[src/rtl/fgen_dds_burst.sv]
// rtl/fgen_dds_burst.sv - Phase-accumulator square-wave source with whole-period burst control.
// Ux is the registered accumulator MSB; a run always ends on a carry with the accumulator cleared.
module fgen_dds_burst #(
  parameter int ACC_W = 32,
  parameter int CNT_W = 16
) (
  input  logic             clk,
  input  logic             st,
  input  logic             ce,
  input  logic             load,
  input  logic [ACC_W-1:0] fcode,
  input  logic [CNT_W-1:0] nper,
  input  logic             stop,
  output logic             Ux,
  output logic             busy,
  output logic             done,
  output logic             err,
  output logic [CNT_W-1:0] ncnt
);

  typedef enum logic {S_IDLE, S_RUN} state_t;

  state_t           state_q, state_d;
  logic [ACC_W-1:0] acc_q, acc_d;
  logic [ACC_W-1:0] fcode_q, fcode_d;
  logic [CNT_W-1:0] nper_q, nper_d;
  logic [CNT_W-1:0] ncnt_q, ncnt_d;
  logic             err_q, err_d;
  logic             done_q, done_d;
  logic             stop_req_q, stop_req_d;

  logic [ACC_W:0]   sum;
  logic [CNT_W-1:0] ncnt_inc;
  logic             fcode_ok;

  always_ff @(posedge clk or posedge st) begin
    if (st) begin
      state_q    <= S_IDLE;
      acc_q      <= '0;
      fcode_q    <= '0;
      nper_q     <= '0;
      ncnt_q     <= '0;
      err_q      <= 1'b0;
      done_q     <= 1'b0;
      stop_req_q <= 1'b0;
    end else begin
      state_q    <= state_d;
      acc_q      <= acc_d;
      fcode_q    <= fcode_d;
      nper_q     <= nper_d;
      ncnt_q     <= ncnt_d;
      err_q      <= err_d;
      done_q     <= done_d;
      stop_req_q <= stop_req_d;
    end
  end

  always_comb begin
    state_d    = state_q;
    acc_d      = acc_q;
    fcode_d    = fcode_q;
    nper_d     = nper_q;
    ncnt_d     = ncnt_q;
    err_d      = err_q;
    done_d     = 1'b0;
    stop_req_d = stop_req_q;

    sum      = {1'b0, acc_q} + {1'b0, fcode_q};
    ncnt_inc = (ncnt_q == {CNT_W{1'b1}}) ? ncnt_q : ncnt_q + 1'b1;
    // Codes at or above half the clock rate cannot produce a valid square wave.
    fcode_ok = (fcode != '0) && !fcode[ACC_W-1];

    case (state_q)
      S_IDLE: begin
        if (load) begin
          if (fcode_ok) begin
            fcode_d    = fcode;
            nper_d     = nper;
            acc_d      = '0;
            ncnt_d     = '0;
            err_d      = 1'b0;
            stop_req_d = 1'b0;
            state_d    = S_RUN;
          end else begin
            err_d = 1'b1;
          end
        end
      end
      S_RUN: begin
        if (stop) stop_req_d = 1'b1;
        if (ce) begin
          acc_d = sum[ACC_W-1:0];
          if (sum[ACC_W]) begin
            ncnt_d = ncnt_inc;
            if (((nper_q != '0) && (ncnt_inc == nper_q)) || stop_req_q) begin
              acc_d      = '0;
              state_d    = S_IDLE;
              done_d     = 1'b1;
              stop_req_d = 1'b0;
            end
          end
        end
      end
      default: state_d = S_IDLE;
    endcase
  end

  assign Ux   = acc_q[ACC_W-1];
  assign busy = (state_q == S_RUN);
  assign done = done_q;
  assign err  = err_q;
  assign ncnt = ncnt_q;

endmodule

[config.mk]
export PLATFORM = sky130hd
export DESIGN_NAME = fgen_dds_burst
export DESIGN_NICKNAME = d
export VERILOG_FILES = /design/src/rtl/fgen_dds_burst.sv
export SDC_FILE = /design/constraint.sdc
export NUM_CORES = 1
export LEC_CHECK = 0
export CAP_MARGIN = 20
export CORE_MARGIN = 2
export CORE_UTILIZATION = 55
export DETAILED_ROUTE_END_ITERATION = 8
export PLACE_DENSITY = 0.79
export SLEW_MARGIN = 0
export SYNTH_ARGS = -nofsm -noshare
export SYNTH_HDL_FRONTEND = slang
export SYNTH_SLANG_ARGS = --single-unit
[constraint.sdc]
create_clock -name clk -period 9.1 [get_ports clk]
set_input_delay 1.365 -clock clk [delete_from_list [all_inputs] [get_ports clk]]
set_output_delay 1.365 -clock clk [all_outputs]
set_load 0.01 [all_outputs]
==> impl_metrics.yaml, run 1 <==
clock_tree:
  tritoncts: "yes"
  ctsHtreeMaxLevel: 3
  post_cts_resize_count: 0
  worst_skew_pair.late_latency_ns: 0.38
  cts_buffers: 9
  clk_path_buf_depth: 2
  clkTransAtPathRegs_ns: 0.10
  clock-root-buffer: "clkbuf_8"
  tritoncts_num_sinks: 100
  post_cts.repair.setup_buffers: 0
  cts_hold_buf: 0
critical_path:
  arrival_ns: 4.27
  worst_path_most_repeated_cell: "a221o_1"
  timing.rr.start: "acc_q[0]"
  timing.critical_path.slowest_cell_delay_ns: 0.59
  setup.reg_to_reg.worst_slack_ns: 5.09
  endpoint_kind: "register"
  critPathBufInv: 0
  slowest_stage: "a41o_1"
  path_delay_family: "compound AO/OA/AOI/OAI gates"
  crit_fanout: 30
  setup.worst_path.class: "register to register"
  rr_worst_depth: 11
  timing.critical_path.cells: "ha_1 -> fa_1 -> a211oi_2 -> o211ai_1 -> o211ai_1 -> a31oi_1 -> a221o_1 -> a221o_1 -> a41o_1 -> and3_1 -> a221o_1"
  worstSetupStartpointType: "register"
  required_ns: 9.37
  timing.rr.end: "ncnt[8]"
timing:
  headroom_to_the_max_slew_limit: 0.346
  fin_setup_tns_ns: 0
  timing.clock.skew_ns: 0.0219
  finalHoldViolations: 0
  tightest_slew_ns: 0.980
  finalCritPeriodShare: 0.440
  setup-violations-final: 0
  max_freq_mhz: 250
  slew_viol_final: 0
  layout_min_cycle_time_ns: 4.01
  rsz_0062_raised_after_global_routing: "false"
placed_design:
  place_congestion: 0.917
  port-buffer-count: 72
  hpwlAfterDp_mm: 10.8
synthesis:
  yosys.cell_count.top_type: "nand2_1"
  synth-edff-count: 0
  postSynthRegisterBits: 100
  synth_top_cell_by_area: "dfrtp_1"
  ys_warn_count: 0
  syn_area_um2: 6090
  synth.distinct_cells: 56
  synth.avg_cell_area_um2: 9.06
  synth.cells.most_frequent: "nand2_1 (163), dfrtp_1 (100), xnor2_1 (36)"
  post_synth_main_area_contributors: "dfrtp_1 (41%), nand2_1 (10%), ha_1 (6.8%), xnor2_1 (5.2%), a22o_1 (4.7%)"
  synthDominantCellAreaShare: 0.411
  ys_seq_area_frac: 0.411
  post_synthesis_cell_count: 672
  ys.flop_type: "dfrtp_1"
  postSynth.asyncResetShare: 1.00
  synth.net_count: 759
floorplanning:
  horiz_die_dim_um: 109
  die-area_um2: 11900
  rows: 38
  core_area_um2: 10800
  num_io_pins: 73
  die_y_um: 109
  start_util: 0.561
finish:
  fin_nets: 816
  syn_to_layout_area_delta_pct: 16.9
  insertedDiodeCount: 0
  final_core_util: 0.656
  layout_cells_sized_above_1: 0.0477
drt:
  drc: 0
  drt-initial-drc-count: 272
  drt-pass1-iter-count: 5
  detail_route.wl_per_cell_um: 17.1
  wirelength_mm: 15.0
  detail_route.vias_per_cell: 6.06
  route.vias.total: 5295
  postRouteAntennaNets: 0
power:
  p_leak_uw: 0.00336
  fin_total_pwr_uw: 2450
  power-per-cell-area_nw_per_um2: 344
  ir_drop_mv: 0.219
grt:
  global_route.usage.total: 0.264
  grt_max_degree: 62
  grt_pass1_wl_mm: 24.6
  antenna_found_initial: 0
  global_route_overflow: 0
  grt_pass1_vias: 5297
worst_hold_path:
  hold_start: "fcode_q[0]"
  timing.hold.worst.class: "register to register"
  min_path_cells: 2
  holdPathEnd: "fcode_q[0]"
flow_run:
  timing.max_cap.violations: 0
status:
  status: "finished clean"
[area by class of cell]
cell class	instances	area (um^2)
Sequential cell	100	2500
Clock buffer	10	138
Clock inverter	6	109
Inverter	16	62.6
Timing Repair Buffer	77	758
Fill cell	903	3720
Multi-Input combinational cell	525	3370
Tap cell	140	175
[registers in the layout (all words and copies together), names as in the netlist]
signal	count
ncnt	16
nper_q	16
fcode_q	32
stop_req_q	1
busy	1
done	1
acc_q	32
err	1
[power breakdown]
part	internal (uW)	switching, uW	leakage (uW)	total, uW
Sequential	634	161	0.00127	795
Clock	190	159	0.000127	350
Combinational	609	693	0.00196	1300
[worst max-delay path by stage]
stage,to,cells past startpoint,slack (ns),from
2_1_floorplan,acc_q[0],1,5.12,st
3_3_place_gp,ncnt[9],11,5.27,acc_q[0]
3_5_place_dp,ncnt[8],11,5.11,acc_q[0]
4_1_cts,ncnt[8],11,5.11,acc_q[0]
5_1_grt,ncnt[8],11,4.92,acc_q[0]
6_report,ncnt[8],11,5.09,acc_q[0]
[cell usage in the layout (no fill, tap or decap), types with 6 or more instances in the layout]
cell and n:
dfrtp_1 100, clkdlybuf4s50_1 72, and3_1 10, and4_1 6
ha_1 33, nor2_1 28, mux2i_1 7, a21oi_1 34
o211ai_1 7, inv_1 15, nor3_1 11, a21o_1 14
nor4_1 13, o21ai_0 14, nand4_1 9, a31oi_1 11
xnor2_1 36, clkbuf_8 10, nand2_1 163, nand3_1 16
a22o_1 33, xor2_1 13
[logic make-up (layout without fill, tap and decap cells)]
kind of cell             Yosys count  after routing  share of synthesized area
XOR/XNOR                          49             49                     0.0705
adder cells (fa/ha/maj)           34             34                     0.0711
AO/OA/AOI/OAI                    161            161                      0.195
flip-flops                       100            100                      0.411
multiplexers                       8              8                     0.0134
AND/OR/NAND/NOR                  273            273                      0.203
buffers and inverters             47            109                     0.0358
[per-layer routing]
metal / up-vias / share of wire / GRT usage
met4: 0 / 0.024 / 0.0931
met2: 177 / 0.49 / 0.449
met5: - / 0 / 0
met3: 32 / 0.055 / 0.0604
met1: 2548 / 0.43 / 0.330
li1: 2538 / - / -
[per-stage QoR]
stage / std cells / instance area [um^2] / setup WS (ns) / hold WS, ns
6_report: 874 / 7120 / 5.09 / 0.486
5_1_grt: 874 / 7120 / 4.92 / 0.503
4_1_cts: 874 / 7120 / 5.11 / 0.490
3_5_place_dp: 858 / 6870 / 5.11 / 0.468
3_3_place_gp: 858 / 6870 / 5.27 / 0.468
2_1_floorplan: 672 / 6090 / 5.12 / 0.450
[tightest hold or removal path: stages, from the launching register on]
cell and delay, ns:
dfrtp_1 0.35, nand2_1 0.05, nand2_1 0.05
Power figures use the tool's default switching activity.
==> run 2, diff against run 1 <==
--- a/config.mk
+++ b/config.mk
@@ -7,9 +7,9 @@
 export LEC_CHECK = 0
 export CAP_MARGIN = 20
 export CORE_MARGIN = 2
-export CORE_UTILIZATION = 55
+export CORE_UTILIZATION = 51
 export DETAILED_ROUTE_END_ITERATION = 8
-export PLACE_DENSITY = 0.79
+export PLACE_DENSITY = 0.77
 export SLEW_MARGIN = 0
 export SYNTH_ARGS = -nofsm -noshare
 export SYNTH_HDL_FRONTEND = slang
==> constraint.sdc (replaced) <==
create_clock -name clk -period 3.3 [get_ports clk]
set_input_delay 0.495 -clock clk [delete_from_list [all_inputs] [get_ports clk]]
set_output_delay 0.495 -clock clk [all_outputs]
set_load 0.01 [all_outputs]
==> impl_metrics.yaml, run 2 (synthesis gave the netlist of run 1 again) <==
clock_tree:
  tritoncts_num_sinks: 100
  worst_skew_pair.late_latency_ns: 0.36
  cts_buffers: 9
  clkTransAtPathRegs_ns: 0.07
  cts_hold_buf: 0
  clk_path_buf_depth: 2
  clock-root-buffer: "clkbuf_16"
  ctsHtreeMaxLevel: 3
  tritoncts: "yes"
placed_design:
  port-buffer-count: 72
  place_congestion: 0.878
  hpwlAfterDp_mm: 11.5
power:
  switching_part_of_the_total_power: 0.405
  comb_power_share: 0.547
  ir_drop_mv: 0.408
  p_sw_uw: 2920
  p_int_uw: 4300
  fin_total_pwr_uw: 7220
  power.share.clock: 0.154
  p_leak_uw: 0.00362
  power_frac_seq: 0.299
  power-per-cell-area_nw_per_um2: 938
floorplanning:
  horiz_die_dim_um: 113
  start_util: 0.528
  num_io_pins: 73
  die_y_um: 113
  core_area_um2: 11500
  rows: 39
  die-area_um2: 12800
timing:
  finalHoldViolations: 0
  tightest_slew_ns: 0.619
  layout_min_cycle_time_ns: 3.30
  setup-violations-final: 0
  slew_viol_final: 0
  tightest_hold_margin_ns: 0.485
  finalCritPeriodShare: 0.999
  fin_setup_tns_ns: 0
  timing.clock.skew_ns: 0.00607
  rsz_0062_raised_after_global_routing: "true"
  max_freq_mhz: 303
  headroom_to_the_max_slew_limit: 0.577
drt:
  drt-pass1-iter-count: 7
  drc: 2
  wirelength_mm: 15.9
  route.vias.total: 5433
  drt-initial-drc-count: 441
  detail_route.vias_per_cell: 5.93
  detail_route.wl_per_cell_um: 17.4
  postRouteAntennaNets: 0
finish:
  insertedDiodeCount: 0
  top_regs: "acc_q (32), fcode_q (32)"
  layout.cells.most_common: "nand2_1"
  fin_nets: 855
  syn_to_layout_area_delta_pct: 26.5
  mostFrequentLayoutCells: "nand2_1 (163), dfrtp_1 (100), clkdlybuf4s50_1 (72)"
  layout_cells_sized_above_1: 0.124
grt:
  global_route.usage.total: 0.250
  grt_pass1_wl_mm: 25.7
  antenna_found_initial: 0
  grt_pass1_vias: 5414
  grt_max_degree: 49
  global_route_overflow: 0
status:
  failed_checks: "design-rule violations"
  status: "finished with violations"
critical_path:
  endpoint_kind: "register"
  critPathBufInv: 1
  path_delay_family: "compound AO/OA/AOI/OAI gates"
  timing.critical_path.slowest_cell_delay_ns: 0.39
  slowest_stage: "dfrtp_1"
  setup.worst_path.class: "register to register"
  crit_fanout: 16
  arrival_ns: 3.59
  worstSetupStartpointType: "register"
  timing.critical_path.cells: "ha_2 -> fa_2 -> a211oi_2 -> o211ai_1 -> o211ai_1 -> a31oi_2 -> a221o_1 -> a221o_1 -> a21o_1 -> a21oi_4 -> clkbuf_16 -> a22o_1"
  required_ns: 3.60
worst_hold_path:
  timing.hold.worst.class: "register to register"
flow_run:
  timing.max_cap.violations: 0
## run 2: cell types whose count changed in the layout (fill, tap and decap cells not counted), sizes merged
| cell | before | now |
|---|---|---|
| bufinv | 3 | 1 |
| clkinv | 2 | 1 |
| buf | 5 | 41 |
| clkbuf | 10 | 13 |
| a41o | 5 | 6 |
| clkinvlp | 0 | 2 |
## run 2: per-stage QoR
stage                     instances  worst slack [ns]  instance area [um^2]   util
after floorplan                 672           0.00288                  6090      -
final                           916           0.00177                  7700  0.669
after global placement          892           -0.0550                  7150  0.621
after CTS                       911            0.0177                  7500  0.651
after detailed placement        892            -0.154                  7150  0.621
after global routing            916            -0.153                  7700  0.669
## run 2: cell type report
cell class	instances	area (um^2)
timing repair buffer	115	1130
sequential	100	2500
tap	143	179
fill	966	3820
multi-input combinational	526	3510
clock inverter	5	58.8
clock buffer	11	253
inverter	16	62.6
## run 2: path summary, 6_finish.rpt
kind                             start          end  cells past startpoint  slack (ns)
hold reg to reg            fcode_q[13]  fcode_q[13]                      2        0.48
hold / removal             fcode_q[13]  fcode_q[13]                      2        0.48
min in group asynchronous           st   fcode_q[4]                      2        0.57
max in group asynchronous           st  fcode_q[28]                      3        2.04
setup / recovery              acc_q[0]     acc_q[7]                     12       0.002
setup reg to reg              acc_q[0]     acc_q[7]                     12       0.002
## run 2: what timing repair did
item | CTS | global route
setup buffers | 3 | 2
endpoints found under the setup margin | 51 | 51
cloned | 0 | 3
pin swaps | 6 | 21
resized for setup | 3 | 25
## run 2: power groups by stage
stage / combinational, uW / sequential [uW] / clock (uW)
floorplan: 2860 / 2070 / 0
global placement: 3620 / 2150 / 0
detailed placement: 3780 / 2160 / 0
CTS: 3830 / 2150 / 1130
global route: 4410 / 2220 / 1170
finish: 3950 / 2160 / 1110
## run 2: worst min-delay path, stage by stage (launching register included)
cell and delay, ns:
dfrtp_1 0.35, nand2_1 0.05, nand2_1 0.05
## run 2: per-layer routing
metal / up-vias / wire length (um) / track usage
met3: 19 / 723 / 0.0487
li1: 2624 / - / -
met5: - / 0 / 0
met4: 0 / 187 / 0.0772
met2: 141 / 8140 / 0.444
met1: 2649 / 6860 / 0.307
